$ cat src/rtl/tact_button_decoder_pkg.sv
// Shared definitions for the tact switch decoder: default switch polarity and
// the 3-bit encoding of the debounce/hold state machine.
package tact_button_decoder_pkg;

  localparam logic TACT_ON_DEFAULT = 1'b0;

  typedef enum logic [2:0] {
    ST_UP    = 3'd0,
    ST_DB_DN = 3'd1,
    ST_DOWN  = 3'd2,
    ST_LONG  = 3'd3,
    ST_DB_UP = 3'd4
  } state_e;

endpackage

$ cat src/rtl/tact_button_decoder_sync_2ff.sv
// Two-flop synchroniser for one asynchronous input bit; both stages reset to
// RST_VAL so a released switch looks idle straight out of reset.
module tact_button_decoder_sync_2ff #(
  parameter logic RST_VAL = 1'b1
) (
  input  logic clk,
  input  logic rst_n,
  input  logic d,
  output logic q
);

  logic meta_q;
  logic sync_q;

  always_ff @(posedge clk or negedge rst_n) begin
    if (!rst_n) begin
      meta_q <= RST_VAL;
      sync_q <= RST_VAL;
    end else begin
      meta_q <= d;
      sync_q <= meta_q;
    end
  end

  assign q = sync_q;

endmodule

$ cat src/rtl/tact_button_decoder.sv
// Tact switch conditioner: synchronise, debounce press/release and emit
// registered one-cycle press, release, long-press and auto-repeat strobes.
module tact_button_decoder
  import tact_button_decoder_pkg::*;
#(
  parameter logic TACT_ON      = TACT_ON_DEFAULT,
  parameter int   DEBOUNCE_CYC = 240000,
  parameter int   LONG_CYC     = 24000000,
  parameter int   REPEAT_CYC   = 4800000,
  parameter int   W_CNT        = 25
) (
  input  logic       CLK_24MHz,
  input  logic       RST_N,
  input  logic       TACT_IN,
  output logic       PRESSED,
  output logic       PRESS_PULSE,
  output logic       RELEASE_PULSE,
  output logic       LONG_PULSE,
  output logic       REPEAT_PULSE,
  output logic [7:0] PRESS_CNT
);

  localparam logic             TACT_OFF = ~TACT_ON;
  localparam logic [W_CNT-1:0] DB_LAST  = W_CNT'(DEBOUNCE_CYC - 1);
  localparam logic [W_CNT-1:0] LG_LAST  = W_CNT'(LONG_CYC - 1);
  localparam logic [W_CNT-1:0] RP_LAST  = W_CNT'(REPEAT_CYC - 1);

  logic             tact_sync;
  logic             s_d, s_q;
  state_e           state_d, state_q;
  logic [W_CNT-1:0] cnt_d, cnt_q;
  logic             long_flag_d, long_flag_q;
  logic             pressed_d, pressed_q;
  logic             press_p_d, press_p_q;
  logic             rel_p_d, rel_p_q;
  logic             long_p_d, long_p_q;
  logic             rep_p_d, rep_p_q;
  logic [7:0]       press_cnt_d, press_cnt_q;

  tact_button_decoder_sync_2ff #(
    .RST_VAL(TACT_OFF)
  ) u_sync (
    .clk  (CLK_24MHz),
    .rst_n(RST_N),
    .d    (TACT_IN),
    .q    (tact_sync)
  );

  // Extra register stage so the FSM sees a clean "pressed" bit one cycle later.
  assign s_d = (tact_sync == TACT_ON);

  always_comb begin
    state_d     = state_q;
    cnt_d       = cnt_q + W_CNT'(1);
    long_flag_d = long_flag_q;
    pressed_d   = pressed_q;
    press_p_d   = 1'b0;
    rel_p_d     = 1'b0;
    long_p_d    = 1'b0;
    rep_p_d     = 1'b0;
    press_cnt_d = press_cnt_q;
    unique case (state_q)
      ST_UP: begin
        cnt_d = '0;
        if (s_q) state_d = ST_DB_DN;
      end
      ST_DB_DN: begin
        if (!s_q) begin
          state_d = ST_UP;
          cnt_d   = '0;
        end else if (cnt_q == DB_LAST) begin
          state_d     = ST_DOWN;
          cnt_d       = '0;
          press_p_d   = 1'b1;
          pressed_d   = 1'b1;
          press_cnt_d = press_cnt_q + 8'd1;
        end
      end
      ST_DOWN: begin
        if (!s_q) begin
          state_d = ST_DB_UP;
          cnt_d   = '0;
        end else if (cnt_q == LG_LAST) begin
          state_d     = ST_LONG;
          cnt_d       = '0;
          long_p_d    = 1'b1;
          long_flag_d = 1'b1;
        end
      end
      ST_LONG: begin
        if (!s_q) begin
          state_d = ST_DB_UP;
          cnt_d   = '0;
        end else if (cnt_q == RP_LAST) begin
          cnt_d   = '0;
          rep_p_d = 1'b1;
        end
      end
      ST_DB_UP: begin
        // A bounce back to pressed resumes the hold phase with a fresh count.
        if (s_q) begin
          state_d = long_flag_q ? ST_LONG : ST_DOWN;
          cnt_d   = '0;
        end else if (cnt_q == DB_LAST) begin
          state_d     = ST_UP;
          cnt_d       = '0;
          rel_p_d     = 1'b1;
          pressed_d   = 1'b0;
          long_flag_d = 1'b0;
        end
      end
      default: begin
        state_d = ST_UP;
        cnt_d   = '0;
      end
    endcase
  end

  always_ff @(posedge CLK_24MHz or negedge RST_N) begin
    if (!RST_N) begin
      s_q         <= 1'b0;
      state_q     <= ST_UP;
      cnt_q       <= '0;
      long_flag_q <= 1'b0;
      pressed_q   <= 1'b0;
      press_p_q   <= 1'b0;
      rel_p_q     <= 1'b0;
      long_p_q    <= 1'b0;
      rep_p_q     <= 1'b0;
      press_cnt_q <= 8'd0;
    end else begin
      s_q         <= s_d;
      state_q     <= state_d;
      cnt_q       <= cnt_d;
      long_flag_q <= long_flag_d;
      pressed_q   <= pressed_d;
      press_p_q   <= press_p_d;
      rel_p_q     <= rel_p_d;
      long_p_q    <= long_p_d;
      rep_p_q     <= rep_p_d;
      press_cnt_q <= press_cnt_d;
    end
  end

  assign PRESSED       = pressed_q;
  assign PRESS_PULSE   = press_p_q;
  assign RELEASE_PULSE = rel_p_q;
  assign LONG_PULSE    = long_p_q;
  assign REPEAT_PULSE  = rep_p_q;
  assign PRESS_CNT     = press_cnt_q;

endmodule

$ cat config.mk
export PLATFORM = sky130hd
export DESIGN_NAME = tact_button_decoder
export DESIGN_NICKNAME = d
export VERILOG_FILES = /design/src/rtl/tact_button_decoder_pkg.sv /design/src/rtl/tact_button_decoder_sync_2ff.sv /design/src/rtl/tact_button_decoder.sv
export SDC_FILE = /design/constraint.sdc
export NUM_CORES = 1
export LEC_CHECK = 0
export CAP_MARGIN = 0
export CORE_ASPECT_RATIO = 0.8
export CORE_UTILIZATION = 52
export DETAILED_ROUTE_END_ITERATION = 6
export GPL_ROUTABILITY_DRIVEN = 0
export HOLD_SLACK_MARGIN = 0.08
export PLACE_DENSITY = 0.75
export SETUP_SLACK_MARGIN = 0.4
export SYNTH_ARGS = -nofsm -noshare
export SYNTH_HDL_FRONTEND = slang
export SYNTH_SLANG_ARGS = --single-unit
$ cat constraint.sdc
create_clock -name CLK_24MHz -period 1.95 [get_ports CLK_24MHz]
set_input_delay 0.2925 -clock CLK_24MHz [delete_from_list [all_inputs] [get_ports CLK_24MHz]]
set_output_delay 0.2925 -clock CLK_24MHz [all_outputs]
set_load 0.01 [all_outputs]
======== Word level (Yosys, flattened, before mapping) ========
Cells that the tools add are included.
storage, ports and cells
  output and inout bits ................... 13
  register bits ........................... 45
cells by class
  reduce and logical (&&, ||, !) cells .... 7
  bitwise gates (word level) .............. 1
  muxes and demuxes ....................... 37
  equal/unequal tests ..................... 18
  $add $sub $neg .......................... 2
operators with widths
  kind                                                                      count
  25-bit two-way mux                                                        7
  25-bit one-hot mux with 4 select lines                                    1
  25-bit by 1-bit adder with 25-bit output (second input constant)          1
  25-bit by 18-bit equality test with 1-bit output (second input constant)  1
  25-bit by 23-bit equality test with 1-bit output (second input constant)  1
  25-bit equality test (second input constant)                              1
  3-bit two-way mux                                                         8
  1-bit two-way mux                                                         18
  2-bit != test (second input constant)                                     8
  3-bit one-hot mux with 5 select lines                                     1
  5-bit AND reduction                                                       3
  3-bit != test (second input constant)                                     3
  8-bit by 1-bit adder with 8-bit output (second input constant)            1
  3-bit by 2-bit equality test with 1-bit output (second input constant)    2
  1-bit one-hot mux with 2 select lines                                     2
  2-bit nonzero test                                                        2
  3-bit by 1-bit equality test with 1-bit output (second input constant)    1
  3-bit equality test (second input constant)                               1
  3-bit zero test                                                           1
  3-bit AND reduction                                                       1
  1-bit NOT                                                                 1

======== Depth between registers and ports, before layout ========
Gate-level depths: netlist of run 1.
  depth after elaboration ................. 4
  mapped depth ............................ 7
  depth with buffers taken out ............ 6

======== Modules after synthesis ========
Synthesis of run 1 repeated with hierarchy kept, for this count alone.
second synthesis, totals
  cell total of the unflattened synthesis .. 218
  area, all modules ....................... 2273.4 µm²
by module, submodules not included
  module                        sequential area each (µm²)  area an instance (µm²)  times used  cells each
  tact_button_decoder           1076.0                      2220.9                  1           216
  tact_button_decoder_sync_2ff  52.6                        52.6                    1           2

======== Worst setup path after synthesis of run 1 ========
OpenSTA, ideal clock, no wires.
  path type ............................... register -> register
  start point ............................. register cnt_q[14]
  end point ............................... register press_cnt_q[1] (netlist: PRESS_CNT[1])
  cell stages (with the launch flop) ...... 5
  arrival time ............................ 1.757 ns
  setup slack ............................. 0.066 ns
  buffers on the path ..................... 0
  data required time ...................... 1.823 ns
  path through ............................ dfrtp_1 nor4b_4 nand4_2 nor4_4 mux2_1
between the ends
  longest elaborated chain between the ends .. 2
ends and longest elaborated chain
  element                                           RTL line                    source
  start, declared                                   tact_button_decoder.sv:31   logic [W_CNT-1:0] cnt_d, cnt_q;
  start signal, assigned                            tact_button_decoder.sv:134  cnt_q <= cnt_d;
  25-bit by 18-bit equality test with 1-bit output  tact_button_decoder.sv:71   end else if (cnt_q == DB_LAST) begin
  3-bit AND reduction (no line)                     n/a
  end signal, assigned                              tact_button_decoder.sv:141  press_cnt_q <= press_cnt_d;
  end, declared                                     tact_button_decoder.sv:38   logic [7:0] press_cnt_d, press_cnt_q;
No other way between the ends.
A chain may end at the register's enable or synchronous reset.

======== Worst setup path after layout of run 1 ========
  start point ............................. register cnt_q[21]
  end point ............................... register cnt_q[21]
between the ends
  longest elaborated chain between the ends .. 4
  elaborated cells between the ends (all ways) .. 12
ends and longest elaborated chain
  element                                                           RTL line                   source
  25-bit by 1-bit adder with 25-bit output (tied with other cells)  tact_button_decoder.sv:54  cnt_d = cnt_q + W_CNT'(1);
  25-bit two-way mux (on tied branches) (2 in a row)                n/a
  25-bit one-hot mux with 4 select lines *                          tact_button_decoder.sv:62  unique case (state_q)
  via cnt_d[21]                                                     tact_button_decoder.sv:31
Mark *: on every way through the listed nets, which the timed path passes. The rest lies on a longest branch.

==> reports/summary.md, run 1 <==
The flow ran to the end, and the final reports show no timing, DRC or antenna violations. The worst register-to-register path begins at cnt_q[21]. The slack of the worst reg-to-reg path was 40 ps.

Buffers inserted during clock tree synthesis total 5. The worst-case clock skew was 4.38 ps. The placed instance area is 2610 um2, and the switching power share of the total is 0.239. The clock reaches the later pin of the worst-skew pair after 300 ps.

Setup slack closes at 40.5 ps. Derived from the worst setup path, the maximum achievable clock frequency is 524 MHz. The worst register-to-register path ends at cnt_q[21]. The cell internal power dissipation was 0.00123 W; the number of synthesized flops with an enable pin was 0.

Row generation in the floorplan step produced 20 rows. The count of routing violations after the opening detailed-route iteration was 124. The launch point of the worst hold path was u_sync.meta_q.

The power share of the sequential group is 0.586, and the number of global-route vias before repair is 1689. The vertical die dimension was 60.3 um. The repair_antennas step left the layout with diodes totalling 0.

The register clock-pin slew on the reported worst setup and hold paths was 90 ps; the remaining global-route overflow was 0. The first global-routing pass estimated 8.03 mm of wire. The total of flip-flops plus latches after synthesis was 45. At the pin with the least slew margin, the transition time is 438 ps. The run gives 29 as the maximum number of pins on one net before global-route repair.

The signal on the critical path passes through nor4b_2, buf_4, and4b_1, o211ai_1, a22oi_2, buf_4, clkbuf_16, nor2_1. Type of the setup path with the least slack: reg2reg. Dividing the detail-routed via count by the number of cells gives 5.64. The HPWL after detailed placement is 3.30 mm, and the share of async-settable or async-resettable flops after synthesis is 1.00. The run gives 0 as the number of slew-limit violations in the final report. The number of antenna violations at the first check in global routing came out at 0. In this run the power density over the cells is 537 nW/um2. The floorplan step defined a die boundary enclosing 4510 um2. The routed wirelength normalized by instance count works out to 16.3 um.

The cell repeated most along the worst path is sky130_fd_sc_hd__buf_4. The netlist uses 41 different library cells. The clock tree synthesis step divided the H-tree into 2 levels. Among all flip-flop cells after synthesis, the most frequent one is sky130_fd_sc_hd__dfrtp_1.

The number of buffers added on ports came out at 15. The endpoint required time on the critical path is 2140 ps. The tools report the CTS root buffer as sky130_fd_sc_hd__clkbuf_8.

The clock share of power came out at 0.367. The end-of-flow core utilization came out at 0.765. OpenSTA, run right after detailed placement, puts the worst setup slack at 78.7 ps. Counting every sink on the clock net gives 45. The fraction of final layout cells sized beyond drive strength 1 was 0.309; the fill cell instance count of the final layout was 254.

The worst hold path was traced through 0 stages. The number of nets in the layout was 276; the count of max-cap constraint violations was 0. The share of power burned in combinational logic is 0.047.

Summing every instance area after synthesis gives 2210 um2. The part of the cycle the worst path needs was 0.979. The area of the core is 3930 um2, and the width of the die is 74.8 um. In the layout the commonest cells are 41 x sky130_fd_sc_hd__dfrtp_1, 36 x sky130_fd_sc_hd__buf_4, 27 x sky130_fd_sc_hd__nor2_1. The tools report the total global routing track utilization as 0.245. The run gives 511 uV as the maximum resistive drop on vdd. In this run the remaining antenna-violating nets after routing total 0. After detailed routing, the total wire length is 5.34 mm. No sink is reached through more buffers than the 2 on the longest clock path. For the worst flop-to-flop path, the logic depth is 8.

Maximum single-stage delay on the critical path: 420 ps. The critical-path maximum fanout is 6. The run gives 0.512 as the share of the yosys chip area belonging to registers. Path class of the lowest-slack min-delay path: reg2reg. The area growth from synthesis to layout is 36.2%. The type of element capturing the critical path is a register. Total via count in the routed design: 1845. For this design, the slowest cell found on the critical path is sky130_fd_sc_hd__dfrtp_1.

Counting every instance in the synthesized netlist gives 211. For this design the total switching power over the nets is 0.000387 W. The time the final worst path needs with I/O delays and setup was 1910 ps. For this design the static power due to leakage is 1.34 nW.

After routing the design area is 3010 um2. The number of nets in the synthesized netlist is 216. Yosys printed 0 warnings. After detailed routing, the number of remaining DRC violations is 0. Data on the critical path arrives at its endpoint at 2100 ps.

Leaving out fill and tap cells, the most frequent cell in the layout is sky130_fd_sc_hd__dfrtp_1. The worst setup path is launched from a register. The worst-case hold path end point is u_sync.q. The starting density of the core was 0.561; the synthesized area divided by synthesized cell count was 10.5 um2. The first TritonRoute pass finished after 4 iterations. Setup repair after global routing could not meet its margin everywhere. The run gives 0 as the number of hold-slack violations in the final timing report.

The relative slew slack came out at 0.707. Setup violations remaining at the end of the flow were counted as 0. Pin placement for this block handled 16 I/O pins. TritonCTS built the clock tree.
[cell type report]
class	count	area, um2	area share
Clock buffer	5	68.8	0.0229
Clock inverter	3	21.3	0.00708
Inverter	5	18.8	0.00624
Multi-Input combinational cell	154	1150	0.382
Sequential cell	45	1130	0.376
Tap cell	55	68.8	0.0229
Timing Repair Buffer	60	549	0.183
[how the worst max path moves through the flow]
stage               from  cells past startpoint  slack, ps      endpoint
2_1_floorplan  cnt_q[24]                      4        110  PRESS_CNT[1]
3_3_place_gp   cnt_q[21]                      5         70  PRESS_CNT[1]
3_5_place_dp   cnt_q[12]                      5         80  PRESS_CNT[1]
4_1_cts         cnt_q[7]                      6        110      cnt_q[1]
5_1_grt        cnt_q[21]                      8        -60     cnt_q[21]
6_report       cnt_q[21]                      8         40     cnt_q[21]
[power groups by stage]
stage / logic (W) / clock network [W] / registers (W)
floorplan: 0.0000240 / 0 / 0.000962
global placement: 0.0000558 / 0 / 0.000964
detailed placement: 0.0000571 / 0 / 0.000965
CTS: 0.0000623 / 0.000597 / 0.000946
global route: 0.0000840 / 0.000645 / 0.000947
finish: 0.0000757 / 0.000592 / 0.000946
[registers in the layout, summed over array words and instances, names as in the netlist]
signal         flops
cnt_q             25
PRESS_CNT          8
state_q            3
LONG_PULSE         1
PRESSED            1
PRESS_PULSE        1
RELEASE_PULSE      1
REPEAT_PULSE       1
long_flag_q        1
s_q                1
u_sync.meta_q      1
u_sync.q           1
[logic make-up (layout without fill, tap and decap cells)]
kind of cell	after synthesis	after routing	synth area share
and+or+nand+nor	107	107	0.285
DFF	45	45	0.512
xor gates and xnor gates	30	30	0.119
AOI/OAI and AO/OA	14	14	0.0425
buffers and inverters	12	73	0.0250
adders and majority gates	2	2	0.0113
muxes	1	1	0.00510
[worst max-delay path: cells and delay by family, from the launching register on]
| kind | cells | cell delay [ps] |
|---|---|---|
| AO/OA/AOI/OAI | 2 | 340 |
| flip-flops | 1 | 420 |
| AND/OR/NAND/NOR | 3 | 560 |
| buffers and inverters | 3 | 470 |
[cell usage after synthesis, types with 2 or more instances]
master | number | area, um2
sky130_fd_sc_hd__dfrtp_1 | 43 | 1080
sky130_fd_sc_hd__nand4_1 | 16 | 100
sky130_fd_sc_hd__xor2_1 | 16 | 140
sky130_fd_sc_hd__buf_2 | 2 | 10.0
sky130_fd_sc_hd__nor2_1 | 32 | 120
sky130_fd_sc_hd__o21ai_0 | 5 | 25.0
sky130_fd_sc_hd__nor2b_1 | 2 | 12.5
sky130_fd_sc_hd__nor4b_1 | 2 | 17.5
sky130_fd_sc_hd__inv_1 | 5 | 18.8
sky130_fd_sc_hd__and2_1 | 6 | 37.5
sky130_fd_sc_hd__dfstp_2 | 2 | 52.6
sky130_fd_sc_hd__and4_1 | 6 | 52.6
sky130_fd_sc_hd__ha_1 | 2 | 25.0
sky130_fd_sc_hd__nand2_1 | 10 | 37.5
sky130_fd_sc_hd__xnor2_1 | 14 | 123
sky130_fd_sc_hd__a21oi_1 | 3 | 15.0
sky130_fd_sc_hd__nor3_1 | 3 | 15.0
sky130_fd_sc_hd__and3_1 | 6 | 37.5
sky130_fd_sc_hd__nand3_1 | 11 | 55.1
sky130_fd_sc_hd__clkbuf_1 | 4 | 15.0
[what timing repair did]
item,in CTS,in global routing
buffers inserted,10,8
endpoints found under the hold margin,17,0
resized for setup,12,23
endpoints found under the setup margin,43,44
pin swaps,11,13
hold buffers,1,0
gates cloned,1,2
[per-layer routing]
layer	vias to the layer above	share of wire	GRT usage
met5	-	0	0
met1	929	0.46	0.346
met2	49	0.47	0.386
met4	0	0.0094	0.0593
met3	6	0.055	0.0523
li1	861	-	-
[through the flow]
stage / total power (W) / TNS (ps) / hold slack (ps) / cells
floorplan: 0.000986 / 0 / -3.09 / 211
global placement: 0.00102 / 0 / 259 / 297
detailed placement: 0.00102 / 0 / 259 / 297
CTS: 0.00160 / 0 / 366 / 317
global route: 0.00168 / -1100 / 371 / 327
finish: 0.00161 / 0 / 365 / 327
No activity file was read; power rests on OpenSTA's default activity.
==> run 2: changes to the inputs <==
--- a/config.mk
+++ b/config.mk
@@ -10,8 +10,8 @@
 export CORE_UTILIZATION = 52
 export DETAILED_ROUTE_END_ITERATION = 6
 export GPL_ROUTABILITY_DRIVEN = 0
-export HOLD_SLACK_MARGIN = 0.08
-export PLACE_DENSITY = 0.75
+export HOLD_SLACK_MARGIN = 0.1
+export PLACE_DENSITY_LB_ADDON = 0.05
 export SETUP_SLACK_MARGIN = 0.4
 export SYNTH_ARGS = -nofsm -noshare
 export SYNTH_HDL_FRONTEND = slang
==> constraint.sdc (replaced) <==
create_clock -name CLK_24MHz -period 1.95 [get_ports CLK_24MHz]
set_input_delay 0.2925 -clock CLK_24MHz [delete_from_list [all_inputs] [get_ports CLK_24MHz]]
set_output_delay 0.2925 -clock CLK_24MHz [all_outputs]
set_load 0.02 [all_outputs]
==> reports/summary.md, run 2 (same netlist as run 1, synthesis figures left out) <==
The register ranked first by flip-flop count was cnt_q. The worst hold path belongs to the class reg2reg. The number of antenna-violating nets in the routed design is 0. The standard cell with the maximum stage delay on the critical path is sky130_fd_sc_hd__dfrtp_1.

The startpoint identified for the worst register-to-register timing path is cnt_q[18]. Clock latency on the worst-skew pair, taken at its later pin, is 310 ps. The endpoint required time on the critical path was 2150 ps; the total via count in the routed design was 1826. The analysis attributes to cell leakage a power of 1.35 nW. The register clock-pin slew on the reported worst setup and hold paths was 80 ps; the count of pins on the block boundary was 16.

Of all nets on the critical path, the largest fanout is 4. The worst setup path is launched from a register. TritonCTS built the clock tree. The worst setup path is of the reg2reg kind. Clock tree synthesis selected as its root buffer the cell sky130_fd_sc_hd__clkbuf_8. The tools report the clock buffer count from CTS as 5.

Leaving out fill and tap cells, the most frequent cell in the layout is sky130_fd_sc_hd__dfrtp_1. After floorplanning, the core was divided into 20 placement rows. Type of element capturing the critical path: a register. After detailed routing, the average wire length per cell comes to 16.7 um. The maximum buffer depth of the clock tree is 2, and the relative slew slack is 0.692. Summed over all layers, the global routing overflow is 0. The register with the most flip-flops in the layout has 25 of them. In the routed design, unresolved DRC markers number 0. For the diode insertion count for antenna repair, the log shows 0. The worst hold path begins at u_sync.meta_q. The number of global-route vias before repair was 1720. The maximum resistive drop on vdd is 431 uV, and the count of max-cap constraint violations is 0. The clock net in this run drives a total of 45 sinks.

The overall die area came out at 4510 um2. The first global-routing pass estimated 8.28 mm of wire. For the worst-case clock skew, the log shows 5.43 ps. The total power draw is 0.00175 W. The run finished with clean final reports.

The area growth from synthesis to layout is 33.2%. The number of setup violations in the final report came out at 0. The number of antenna violations at the first check in global routing was 0.

In the layout the commonest cells are 38 x sky130_fd_sc_hd__dfrtp_1, 31 x sky130_fd_sc_hd__nor2_1, 31 x sky130_fd_sc_hd__buf_4. At the pin with the least slew margin, the transition time is 463 ps. In this run the critical register-to-register path is captured at state_q[0].

The number of slew-limit violations in the final report is 0, and the average vias per placed instance is 5.69. The floorplan step set the die width to 74.8 um. After legalization and detailed placement, the total HPWL measured 3.36 mm.

The maximum single-stage delay on the critical path is 410 ps. Summing all multi-input logic gate instances after layout gives 1120 um2. The detailed router finished its first iteration with 205 violations.

The slack of the worst reg-to-reg path is 50 ps. Number of hold-slack violations in the final timing report: 0. The run gives 0.561 as the starting density of the core. In the final design database the tool counted 270 nets.

The run gives 2100 ps as the arrival time at the worst endpoint. The fraction of final layout cells sized beyond drive strength 1 works out to 0.267. The number of buffers added on ports was 15; the area of the core was 3930 um2.

The first detailed-routing pass took 4 iterations. The number of cells traversed by the worst register-to-register path came out at 7. The signal on the critical path passes through nor4b_4, nand4_1, buf_4, buf_4, nor3_4, o21ai_0, and4_1. The kind of cell with the highest combined delay along the critical path is simple AND/OR/NAND/NOR gates. The critical path contains buffers and inverters numbering 2 combined. In this run the worst setup path begins at cnt_q[18]. The part of the cycle the worst path needs is 0.974, and the fill cell instance count of the final layout is 279.

The cell repeated most along the worst path was sky130_fd_sc_hd__buf_4. The total global routing track utilization came out at 0.261. For this block, the routed nets add up to 5.35 mm of wire. Setup repair after global routing could not meet its margin everywhere.

For the maximum number of pins on one net before global-route repair, the log shows 27. The vertical die dimension was 60.3 um. The post-route setup TNS was 0 ps. The worst hold path was traced through 0 stages. The worst-case hold path end point was u_sync.q. The time the final worst path needs with I/O delays and setup was 1900 ps; the sequential cell area was 1130 um2.

CTS built an H-tree with a depth of 2. For this run, the top clock speed supported by timing is 526 MHz. The ratio of total power to cell area is 594 nW/um2.
[run 2: changes by cell type in the layout (fill, tap and decap cells not counted), moves of 4 or more]
cell	delta
sky130_fd_sc_hd__buf_4	-5
sky130_fd_sc_hd__clkdlybuf4s50_1	-9
sky130_fd_sc_hd__dlygate4sd2_1	+7
sky130_fd_sc_hd__nor2_1	+4
sky130_fd_sc_hd__nor2_2	-5
[run 2: how the worst max path moves through the flow]
stage,to,depth (start not counted)
2_1_floorplan,PRESS_CNT[1],4
3_5_place_dp,PRESS_CNT[1],5
6_report,state_q[0],7
3_3_place_gp,PRESS_CNT[1],5
4_1_cts,PRESS_CNT[1],5
5_1_grt,state_q[0],7
[run 2: cell type report]
cell class | instances | area share
well taps | 55 | 0.0234
clock buffers | 7 | 0.0294
clock inverters | 1 | 0.0102
repair buffers | 54 | 0.164
flip-flops and latches | 45 | 0.386
inverters | 5 | 0.00639
multi-input cells | 154 | 0.380
[run 2: stage by stage]
step	hold slack (ps)	cell area, um2	util	std cells	worst slack (ps)
floorplan	-3.09	2250	-	211	113
global placement	268	2580	0.656	292	41.4
detailed placement	276	2580	0.656	292	-21.0
CTS	363	2840	0.723	314	89.7
global route	370	2940	0.748	321	-19.3
finish	362	2940	0.748	321	50.0
[run 2: metal layers]
layer  GRT usage  wire, um  vias up
met4      0.0997       104        0
met5           0         0        -
met3      0.0826       262       11
met2       0.391      2440       57
met1       0.353      2540      905
li1            -         -      853
[run 2: repair_timing]
item	in CTS	in global routing
hold buffers	1	0
buffers inserted	13	7
endpoints found under the hold margin	19	0
endpoints found under the setup margin	49	45
resized for setup	22	15
pin swaps	11	11
[run 2: power breakdown]
group	switching (W)	total (W)	internal, W
clock network	0.000319	0.000737	0.000418
registers	0.00000584	0.000946	0.000940
logic	0.0000376	0.0000636	0.0000260
==> run 3: changes to the inputs <==
--- a/config.mk
+++ b/config.mk
@@ -7,7 +7,7 @@
 export LEC_CHECK = 0
 export CAP_MARGIN = 0
 export CORE_ASPECT_RATIO = 0.8
-export CORE_UTILIZATION = 52
+export CORE_UTILIZATION = 55
 export DETAILED_ROUTE_END_ITERATION = 6
 export GPL_ROUTABILITY_DRIVEN = 0
 export HOLD_SLACK_MARGIN = 0.1
==> constraint.sdc (replaced) <==
create_clock -name CLK_24MHz -period 2.3 [get_ports CLK_24MHz]
set_input_delay 0.345 -clock CLK_24MHz [delete_from_list [all_inputs] [get_ports CLK_24MHz]]
set_output_delay 0.345 -clock CLK_24MHz [all_outputs]
set_load 0.02 [all_outputs]
==> reports/summary.md, run 3 (same netlist as run 1, synthesis figures left out) <==
The run finished with clean final reports. Setup violations remaining at the end of the flow were counted as 0. For this block, wires on met1 add up to 2.26 mm.

Area of the core: 3830 um2. Setup total negative slack on the finished layout was measured at 0 ps. The type of the setup path with the least slack was reg2reg. The final layout contains routed wiring with a total length of 4.67 mm. The number of clock sinks came out at 45.

The tree is rooted in a sky130_fd_sc_hd__clkbuf_8. The fraction of final layout cells sized beyond drive strength 1 was 0.180. Power share of the sequential group: 0.611. The switching power share of the total is 0.213. The share of power burned in combinational logic was 0.039. For this run, the post-layout net count is 248. In this run the worst path has a maximum fanout of 12. Wire segments on met3 add up to 190 um in the final route. The run gives 25 as the maximum number of pins on one net before global-route repair. After clock tree synthesis, the clock-pin slew on the worst setup and hold paths is 80 ps. The repair_antennas step left the layout with diodes totalling 0. The die covers 4270 um2. The clock share of power was 0.350; the number of buffers added on ports was 15. At the worst endpoint, the required time is 2480 ps. The maximum buffer depth of the clock tree is 2.

The category of the worst setup path launch point is a register. Number of slew-limit violations in the final report: 0. Between clock sinks in the finished design, the worst skew comes to 9.99 ps. The logs give 2.16 mm for the total length of routed met2 wires and 0.232 for the total global routing track utilization. Power spread over the standard cell area amounts to 485 nW/um2. The number of cells in the design after placement is 280. After the first detailed-routing iteration, the DRC count stood at 159.

In the layout the commonest cells are 38 x sky130_fd_sc_hd__dfrtp_1, 32 x sky130_fd_sc_hd__nor2_1, 16 x sky130_fd_sc_hd__nand4_1, 16 x sky130_fd_sc_hd__xor2_1, 14 x sky130_fd_sc_hd__clkdlybuf4s50_1. Setup slack closes at 325 ps. For the pin with the worst max-slew slack, the measured transition is 440 ps. The H-tree was split into 2 levels. For this run, the top clock speed supported by timing is 506 MHz.

The tool flagged a number of max-cap violations equal to 0. The number of antenna violations at the first check in global routing was 0. The internal power of the cells totals 0.00103 W. Setup repair after global routing could not meet its margin everywhere.

After detailed routing, the number of remaining DRC violations is 0. The run gives 0 as the number of hold-slack violations in the final timing report. For this design the top-level I/O count stands at 16. TritonCTS built the clock tree.

The vertical die dimension came out at 58.6 um. Highest signal layer in the routed design: met4. The later pin in the worst-skew pair is clocked with a latency of 290 ps.

Leaving out fill and tap cells, the most frequent cell in the layout is sky130_fd_sc_hd__dfrtp_1. STA classifies the critical path endpoint as a register. In the routed layout, each cell is associated on average with a via count of 5.77. The arrival time at the worst endpoint was 2150 ps; the final non-filler cell total was 299. For the length of the first detailed-routing pass in iterations, the log shows 5.

The register with the most flip-flops in the layout has 25 of them. The time the final worst path needs with I/O delays and setup was 1970 ps; the area added between synthesis and finish was 22.6%. Path class of the lowest-slack min-delay path: reg2reg. Detailed placement ended at an HPWL of 3.03 mm.

The first global-routing pass estimated 7.39 mm of wire. The width of the die came out at 72.8 um. The run gives 1725 as the total via count in the routed design. In this run the static leakage power is 1.12 nW. The routed wirelength normalized by instance count works out to 15.6 um. The logs give 0.000280 W for the switching power and 5 for the clock buffer count from CTS.

The worst-case IR drop observed on VDD is 453 uV. The number of global-route vias before repair is 1588, and the number of antenna-violating nets in the routed design is 0. The register with the most flip-flops in the final layout is cnt_q.

The relative slew slack came out at 0.704. Row generation in the floorplan step produced 20 rows. The remaining global-route overflow was 0; the worst slack at placement was 267 ps. The part of the cycle the worst path needs is 0.859, and the starting density of the core is 0.576.
[run 3: changes by cell type in the layout (fill, tap and decap cells not counted), sizes merged]
cell | before | now
dlymetal6s2s | 4 | 0
clkdlybuf4s50 | 1 | 14
buf | 39 | 16
clkbuf | 7 | 9
dlygate4sd2 | 9 | 0
bufinv | 1 | 0
[run 3: layer usage]
| layer | up-vias | track usage |
|---|---|---|
| met4 | 0 | 0.0896 |
| met2 | 33 | 0.343 |
| met5 | - | 0 |
| li1 | 805 | - |
| met1 | 881 | 0.339 |
| met3 | 6 | 0.0462 |
[run 3: path summary, 6_finish.rpt]
kind | startpoint | cells past startpoint | to | slack, ps
max | cnt_q[14] | 6 | cnt_q[18] | 330
min | u_sync.meta_q | 0 | u_sync.q | 360
max reg2reg | cnt_q[14] | 6 | cnt_q[18] | 330
min reg2reg | u_sync.meta_q | 0 | u_sync.q | 360
max in group asynchronous | RST_N | 3 | u_sync.meta_q | 1300
min in group asynchronous | RST_N | 2 | state_q[2] | 440
[run 3: final cells by class]
type | instances | area, um2
clock buffers | 8 | 80.1
fillers | 272 | 1120
inverters | 5 | 18.8
multi-input cells | 154 | 1090
flip-flops and latches | 45 | 1130
well taps | 55 | 68.8
repair buffers | 32 | 309
[run 3: what timing repair did]
action                                 4_1_cts  5_1_grt
endpoints found under the hold margin        7        0
cloned                                       0        2
setup endpoints to repair                   33       38
pin swaps                                    1        4
resized for setup                            5       16
hold buffers                                 1        0
buffers inserted                             2        6
[run 3: power by group through the flow]
stage | combinational (W) | sequential [W] | clock, W
2_1_floorplan | 0.0000171 | 0.000815 | 0
3_3_place_gp | 0.0000440 | 0.000816 | 0
3_5_place_dp | 0.0000456 | 0.000817 | 0
4_1_cts | 0.0000471 | 0.000801 | 0.000480
5_1_grt | 0.0000587 | 0.000802 | 0.000514
6_report | 0.0000517 | 0.000801 | 0.000459
[run 3: metrics by stage]
step / util / cell area [um2] / hold slack [ps] / total power [W]
floorplan: - / 2210 / 49.4 / 0.000832
global placement: 0.638 / 2440 / 199 / 0.000860
detailed placement: 0.638 / 2440 / 204 / 0.000862
CTS: 0.669 / 2560 / 360 / 0.00133
global route: 0.707 / 2710 / 366 / 0.00137
finish: 0.707 / 2710 / 359 / 0.00131
[run 3: critical path: stages, from the launching register on]
cell	delay, ps
sky130_fd_sc_hd__dfrtp_2	440
sky130_fd_sc_hd__nor4b_4	370
sky130_fd_sc_hd__nand4_4	180
sky130_fd_sc_hd__or2_1	280
sky130_fd_sc_hd__a22oi_2	310
sky130_fd_sc_hd__clkbuf_16	230
sky130_fd_sc_hd__nor2_1	50
